[config.mk]
export PLATFORM = sky130hd
export DESIGN_NAME = digitizer_sync_fifo
export DESIGN_NICKNAME = d
export VERILOG_FILES = /design/src/rtl/digitizer_fifo_pkg.sv /design/src/rtl/digitizer_fifo_ram.sv /design/src/rtl/digitizer_sync_fifo.sv
export SDC_FILE = /design/constraint.sdc
export NUM_CORES = 2
export LEC_CHECK = 0
export CORE_MARGIN = 4
export CORE_UTILIZATION = 44
export DETAILED_ROUTE_END_ITERATION = 10
export GPL_TIMING_DRIVEN = 1
export MAX_ROUTING_LAYER = met4
export SKIP_CTS_REPAIR_TIMING = 1
export SLEW_MARGIN = 20
export SYNTH_ARGS = -nofsm -noshare
export SYNTH_HDL_FRONTEND = slang
export SYNTH_HIERARCHICAL = 1
export SYNTH_SLANG_ARGS = --single-unit
[constraint.sdc]
create_clock -name CLOCK -period 9 [get_ports CLOCK]
set_input_delay 1.8 -clock CLOCK [delete_from_list [all_inputs] [get_ports CLOCK]]
set_output_delay 1.8 -clock CLOCK [all_outputs]
set_load 0.05 [all_outputs]
[src/rtl/digitizer_fifo_pkg.sv]
// -----------------------------------------------------------------------------
// digitizer_fifo_pkg
// Shared definitions for the digitizer sync FIFO:
//   - clog2()        : ceiling log2 used to size pointers and the word count
//   - PIPE_NONE/OUT  : output pipelining selections for the PIPE parameter
//   - fifo_status_t  : registered status flags kept as one struct
//   - STATUS_RESET   : flag values after reset or flush
// -----------------------------------------------------------------------------
package digitizer_fifo_pkg;

    localparam int PIPE_NONE = 0;  // RDATA comes straight from the RAM read register
    localparam int PIPE_OUT  = 1;  // one extra output register after the RAM

    typedef struct packed {
        logic full;
        logic empty;
        logic afull;
        logic aempty;
        logic overflow;
        logic underflow;
    } fifo_status_t;

    localparam fifo_status_t STATUS_RESET = '{
        full: 1'b0, empty: 1'b1, afull: 1'b0, aempty: 1'b1,
        overflow: 1'b0, underflow: 1'b0
    };

    function automatic int clog2(input int value);
        int result;
        int v;
        result = 0;
        v = value - 1;
        while (v > 0) begin
            result = result + 1;
            v = v >> 1;
        end
        return result;
    endfunction

endpackage

[src/rtl/digitizer_fifo_ram.sv]
// -----------------------------------------------------------------------------
// digitizer_fifo_ram
// Inferred simple-dual-port RAM (one write port, one registered read port)
// intended to map onto LSRAM.
// Parameters: DW data width, AW address width (2**AW words).
// Ports:
//   clk, rst_n        clock, async active-low reset (read register only)
//   we, waddr, wdata  write port
//   re, raddr         read port; rdata updates on the clock after re
//   rdata             registered read data, holds while re is low
// -----------------------------------------------------------------------------
module digitizer_fifo_ram #(
    parameter int DW = 32,
    parameter int AW = 7
) (
    input  logic          clk,
    input  logic          rst_n,
    input  logic          we,
    input  logic [AW-1:0] waddr,
    input  logic [DW-1:0] wdata,
    input  logic          re,
    input  logic [AW-1:0] raddr,
    output logic [DW-1:0] rdata
);

    logic [DW-1:0] mem [0:(1<<AW)-1];

    // NOTE: the storage array gets no reset -- a reset would stop it mapping
    // onto block RAM and the FIFO never reads a word it has not written.
    // NOTE: sequential state always uses non-blocking assignment so every
    // register samples its inputs from before the clock edge.
    always_ff @(posedge clk) begin
        if (we) begin
            mem[waddr] <= wdata;
        end
    end

    // The output register carries the reset so RDATA starts at zero.
    always_ff @(posedge clk or negedge rst_n) begin
        if (!rst_n) begin
            rdata <= '0;
        end else if (re) begin
            rdata <= mem[raddr];
        end
    end

endmodule

[src/rtl/digitizer_sync_fifo.sv]
// -----------------------------------------------------------------------------
// digitizer_sync_fifo
// Single-clock FIFO between the ADC sample packer and readout/DMA.
// Owns write/read pointers, the word count, registered status flags, an
// optional output register and a synchronous flush (CLR, priority over WE/RE).
// Optional feature macro: FIFO_PARITY_EN -- stores an even-parity bit with each
// word and flags PERR alongside RVALID when the read-back parity disagrees.
// Ports:
//   CLOCK, RESET_N      clock, async active-low reset
//   CLR                 synchronous flush
//   WDATA, WE           write data / write request (ignored while FULL)
//   RE                  read request (ignored while EMPTY)
//   RDATA, RVALID       read data and its one-cycle valid pulse
//   FULL, EMPTY, AFULL, AEMPTY   registered status
//   WRCNT               current word count
//   OVERFLOW, UNDERFLOW sticky error flags, cleared by reset or CLR
//   PERR                parity error on the current RVALID word
// -----------------------------------------------------------------------------
module digitizer_sync_fifo
    import digitizer_fifo_pkg::*;
#(
    parameter int WIDTH     = 32,
    parameter int DEPTH     = 128,
    parameter int PIPE      = PIPE_OUT,
    parameter int AFULL_TH  = DEPTH - 4,
    parameter int AEMPTY_TH = 4
) (
    input  logic                  CLOCK,
    input  logic                  RESET_N,
    input  logic                  CLR,
    input  logic [WIDTH-1:0]      WDATA,
    input  logic                  WE,
    input  logic                  RE,
    output logic [WIDTH-1:0]      RDATA,
    output logic                  RVALID,
    output logic                  FULL,
    output logic                  EMPTY,
    output logic                  AFULL,
    output logic                  AEMPTY,
    output logic [clog2(DEPTH):0] WRCNT,
    output logic                  OVERFLOW,
    output logic                  UNDERFLOW,
    output logic                  PERR
);

    localparam int AW = clog2(DEPTH);
    localparam int CW = AW + 1;
`ifdef FIFO_PARITY_EN
    localparam int MW = WIDTH + 1;
`else
    localparam int MW = WIDTH;
`endif
    localparam logic [CW-1:0] DEPTH_C  = CW'(DEPTH);
    localparam logic [CW-1:0] AFULL_C  = CW'(AFULL_TH);
    localparam logic [CW-1:0] AEMPTY_C = CW'(AEMPTY_TH);

    logic [AW-1:0] wptr, rptr;
    logic [CW-1:0] count, count_nxt;
    fifo_status_t  status, status_nxt;
    logic          wr_acc, rd_acc;
    logic          ram_valid;
    logic [MW-1:0] ram_wdata, ram_rdata;
    logic          perr_raw;

    // Status is registered, so acceptance uses the current-cycle flags.
    assign wr_acc = WE & ~status.full  & ~CLR;
    assign rd_acc = RE & ~status.empty & ~CLR;

    // NOTE: every output of a combinational block is given a default first so
    // no path leaves it unassigned and no latch is inferred.
    always_comb begin
        count_nxt = count;
        if (CLR) begin
            count_nxt = '0;
        end else if (wr_acc && !rd_acc) begin
            count_nxt = count + CW'(1);
        end else if (rd_acc && !wr_acc) begin
            count_nxt = count - CW'(1);
        end
    end

    // Flags come from the next count so they line up with WRCNT.
    always_comb begin
        status_nxt           = STATUS_RESET;
        status_nxt.full      = (count_nxt == DEPTH_C);
        status_nxt.empty     = (count_nxt == '0);
        status_nxt.afull     = (count_nxt >= AFULL_C);
        status_nxt.aempty    = (count_nxt <= AEMPTY_C);
        status_nxt.overflow  = ~CLR & (status.overflow  | (WE & status.full));
        status_nxt.underflow = ~CLR & (status.underflow | (RE & status.empty));
    end

    always_ff @(posedge CLOCK or negedge RESET_N) begin
        if (!RESET_N) begin
            wptr      <= '0;
            rptr      <= '0;
            count     <= '0;
            status    <= STATUS_RESET;
            ram_valid <= 1'b0;
        end else begin
            count     <= count_nxt;
            status    <= status_nxt;
            ram_valid <= rd_acc;
            if (CLR) begin
                wptr <= '0;
                rptr <= '0;
            end else begin
                if (wr_acc) wptr <= wptr + AW'(1);
                if (rd_acc) rptr <= rptr + AW'(1);
            end
        end
    end

`ifdef FIFO_PARITY_EN
    assign ram_wdata = {^WDATA, WDATA};
    // Recompute parity on the RAM output and compare with the stored bit.
    assign perr_raw  = (^ram_rdata[WIDTH-1:0]) ^ ram_rdata[WIDTH];
`else
    assign ram_wdata = WDATA;
    assign perr_raw  = 1'b0;
`endif

    digitizer_fifo_ram #(
        .DW (MW),
        .AW (AW)
    ) u_ram (
        .clk   (CLOCK),
        .rst_n (RESET_N),
        .we    (wr_acc),
        .waddr (wptr),
        .wdata (ram_wdata),
        .re    (rd_acc),
        .raddr (rptr),
        .rdata (ram_rdata)
    );

    generate
        if (PIPE == PIPE_OUT) begin : g_pipe_out
            logic [WIDTH-1:0] rdata_q;
            logic             rvalid_q;
            logic             perr_q;

            // A flush kills the word in flight and leaves RDATA unchanged.
            always_ff @(posedge CLOCK or negedge RESET_N) begin
                if (!RESET_N) begin
                    rdata_q  <= '0;
                    rvalid_q <= 1'b0;
                    perr_q   <= 1'b0;
                end else begin
                    rvalid_q <= ram_valid & ~CLR;
                    perr_q   <= ram_valid & ~CLR & perr_raw;
                    if (ram_valid && !CLR) begin
                        rdata_q <= ram_rdata[WIDTH-1:0];
                    end
                end
            end

            assign RDATA  = rdata_q;
            assign RVALID = rvalid_q;
            assign PERR   = perr_q;
        end else begin : g_pipe_none
            assign RDATA  = ram_rdata[WIDTH-1:0];
            assign RVALID = ram_valid;
            assign PERR   = ram_valid & perr_raw;
        end
    endgenerate

    assign FULL      = status.full;
    assign EMPTY     = status.empty;
    assign AFULL     = status.afull;
    assign AEMPTY    = status.aempty;
    assign OVERFLOW  = status.overflow;
    assign UNDERFLOW = status.underflow;
    assign WRCNT     = count;

endmodule

==> impl_metrics.env <==
export IMPL_outcome="completed"
export IMPL_syn_nets=7691
export IMPL_reg2reg_slack_ns=3.80
export IMPL_crit_fanout=32
export IMPL_timing_rr_end="u_ram/rdata[15]"
export IMPL_layout_cells_most_common="edfxtp_1"
export IMPL_setup_viol=0
export IMPL_path_buf_inv=2
export IMPL_grt_max_degree=129
export IMPL_highest_layer="met4"
export IMPL_drv_slew=0
export IMPL_core_area_um2=364000
export IMPL_cts_sinks=4190
export IMPL_gp_congestion=0.904
export IMPL_max_slew_margin_pct=10.3
export IMPL_synth_cell_types=64
export IMPL_cpPeakStageDelay_ns=1.17
export IMPL_dieArea_um2=376000
export IMPL_hold_viol=0
export IMPL_cp_arrival_ns=5.75
export IMPL_die_y_um=613
export IMPL_cts_tree="yes"
export IMPL_synth_top_area_share_pct=76.3
export IMPL_ys_flop_type="edfxtp_1"
export IMPL_wl_met2_mm=214
export IMPL_drc_errors=0
export IMPL_cp_data_required_time_ns=9.55
export IMPL_ant_nets=0
export IMPL_max_freq_ghz=0.192
export IMPL_power_per_cell_area_nw_per_um2=232
export IMPL_start_util_pct=44.3
export IMPL_htree_levels=5
export IMPL_vdd_drop_max_mv=0.187
export IMPL_cts_buffers=413
export IMPL_grt_pass1_wl_mm=628
export IMPL_clock_skew_ns=0.0595
export IMPL_async_reset_ff_share_pct=2.24
export IMPL_finalWorstSetupSlack_ns=3.80
export IMPL_yosysWarningCount=6
export IMPL_wl_mm=456
export IMPL_yosysTopAreaCell="edfxtp_1"
export IMPL_drtPass1Iterations=8
export IMPL_utilization_pct=50.4
export IMPL_grt_ovfl_total=0
export IMPL_crit_type="primary input to flip-flop"
export IMPL_vias=80618
export IMPL_min_path_type="flip-flop to flip-flop"
export IMPL_track_usage_pct=24.6
export IMPL_netlist_area_um2=161000
export IMPL_cp_num_cells=7
export IMPL_crit_start="WE"
export IMPL_clkSlewWorstSetupHoldPaths_ns=0.07
export IMPL_setup_tns_ns=0
export IMPL_cp_top_family="simple AND/OR/NAND/NOR gates"
export IMPL_synth_area_leaders="edfxtp_1 76%, mux4_2 9.7%, mux2i_1 4.9%"
export IMPL_drive_gt1_share_pct=22.6
export IMPL_area_growth_pct=13.8
export IMPL_cp_cell_sequence="clkdlybuf4s50_1 > nand2b_4 > nor2_1 > buf_4 > nor2b_1 > nand3_4 > nor2_4"
export IMPL_yosysSeqAreaShare_pct=77.8
export IMPL_m1WireLength_mm=181
export IMPL_min_period_ns=5.20
export IMPL_dp_hpwl_mm=276
export IMPL_avgRoutedWirePerCell_um=34.8
export IMPL_rows=221
export IMPL_drt_iter0_markers=11669
export IMPL_ys_ff_latch=4190
export IMPL_route_met3_wl_mm=42.4
export IMPL_drv_cap=0
export IMPL_viasPerCell=6.15
export IMPL_worstSetupEndpoint="u_ram/mem[117][5]"
export IMPL_fill_cells=28463
export IMPL_tightest_slew_ns=1.34
export IMPL_reg2reg_depth=9
export IMPL_worstSetupEndpointType="flip-flop"
export IMPL_syn_inst=7650
export IMPL_start_kind="primary input"
export IMPL_mostFrequentLayoutCells="4096 x edfxtp_1, 788 x mux2i_1, 694 x mux4_2, 416 x clkbuf_16, 196 x buf_4"
export IMPL_slowest_stage="nor2_4"
export IMPL_clock_path_buffers=4
export IMPL_io_buffers=83
export IMPL_pre_cts_ws_ns=2.88
export IMPL_synth_avg_cell_area_um2=21.1
export IMPL_period_share_pct=57.8
export IMPL_fin_nets=7995
export IMPL_rsz0062_at_grt="false"
export IMPL_die_w_um=613
export IMPL_power_leakage_uw=0.0549
export IMPL_ios=85
export IMPL_antenna_found_initial=38
export IMPL_grt_pass1_vias=77676
export IMPL_synth_edff_count=4096
export IMPL_clock_latency_ns=0.97
export IMPL_timing_rr_start="rptr[0]"
export IMPL_cts_root_buffer="clkbuf_16"
worst min path at each step:
stage	startpoint	endpoint	slack [ns]	cells past startpoint
finish	u_ram/rdata[29]	u_ram/rdata[29]	0.51	1
global route	u_ram/rdata[10]	u_ram/rdata[10]	0.53	1
CTS	u_ram/rdata[29]	u_ram/rdata[29]	0.50	1
detailed placement	u_ram/rdata[29]	u_ram/rdata[29]	0.48	1
global placement	u_ram/rdata[27]	u_ram/rdata[27]	0.49	1
floorplan	u_ram/rdata[27]	u_ram/rdata[27]	0.46	1
cell families after synthesis:
group	after synthesis	share of synthesized area, %
flip-flops	4190	77.8
multiplexers	1613	15.5
AO/OA/AOI/OAI	753	3.31
AND/OR/NAND/NOR	615	1.81
buffers and inverters	454	1.46
XOR/XNOR	20	0.109
adder cells (fa/ha/maj)	4	0.0311
other	1	0.00233
layer usage:
metal | GRT usage (%) | vias up
met5 | - | -
met1 | 34.1 | 43162
met4 | 8.37 | 0
met2 | 37.1 | 4095
met3 | 4.25 | 663
li1 | - | 32698
worst register-to-register path, cell delays in order, from the launching register on:
cell and delay, ns:
dfrtp_4 0.96, buf_4 0.54, buf_12 0.53, mux4_2 0.76
nor2b_1 0.14, a211oi_1 0.77, a211oi_1 0.13, buf_4 0.22
o211ai_1 0.62, o311ai_0 0.33
per-stage QoR:
| step | hold WS [ns] | area (µm²) | total power, µW | std cells |
|---|---|---|---|---|
| after global placement | 0.487 | 168000 | 25900 | 12261 |
| after CTS | 0.503 | 182000 | 42800 | 13052 |
| final | 0.506 | 183000 | 42500 | 13107 |
| after detailed placement | 0.483 | 169000 | 26000 | 12295 |
| after global routing | 0.526 | 183000 | 43800 | 13098 |
| after floorplan | 0.457 | 161000 | 24400 | 7650 |
report_power, final:
part / switching, µW / internal [µW] / total [µW]
registers: 264 / 21600 / 21800
clock network: 7270 / 9690 / 17000
logic: 2300 / 1400 / 3700
cell type report:
class	count	area [µm²]	share of cell area, %
sequential	4190	125000	68.4
tap	4794	6000	3.27
multi-input combinational	3006	34700	18.9
inverter	7	28.8	0.0157
timing repair buffer	336	4010	2.19
clock buffer	510	10800	5.90
clock inverter	247	2380	1.30
antenna	17	42.5	0.0232
cell usage after synthesis, drive strengths merged (3+ instances only):
| cell | instances |
|---|---|
| mux2i | 788 |
| nand2 | 91 |
| nor4 | 22 |
| a221o | 45 |
| o221ai | 34 |
| a221oi | 51 |
| mux4 | 694 |
| xor2 | 10 |
| nor2b | 74 |
| o41ai | 15 |
| buf | 255 |
| or3 | 5 |
| mux2 | 131 |
| o211ai | 15 |
| a21oi | 129 |
| o22ai | 193 |
| clkbuf | 192 |
| nand3 | 37 |
| and4 | 3 |
| dfrtp | 92 |
| nand2b | 8 |
| a211oi | 90 |
| ha | 4 |
| a32oi | 3 |
| and2 | 5 |
| a2111oi | 15 |
| edfxtp | 4096 |
| xnor2 | 10 |
| or2 | 4 |
| a22oi | 80 |
| inv | 6 |
| o32ai | 17 |
| o21ai | 36 |
| o311ai | 14 |
| nor2 | 238 |
| and3 | 4 |
| a31o | 3 |
| nor3 | 101 |
| nand4 | 5 |
| or4 | 18 |
state kept, by name (all words and copies together), names as in the netlist:
signal       count
WRCNT            8
EMPTY            1
ram_valid        1
OVERFLOW         1
AEMPTY           1
FULL             1
u_ram/rdata     32
wptr             7
RDATA           32
AFULL            1
UNDERFLOW        1
u_ram/mem     4096
rptr             7
RVALID           1
No activity file was read; power rests on OpenSTA's default activity.
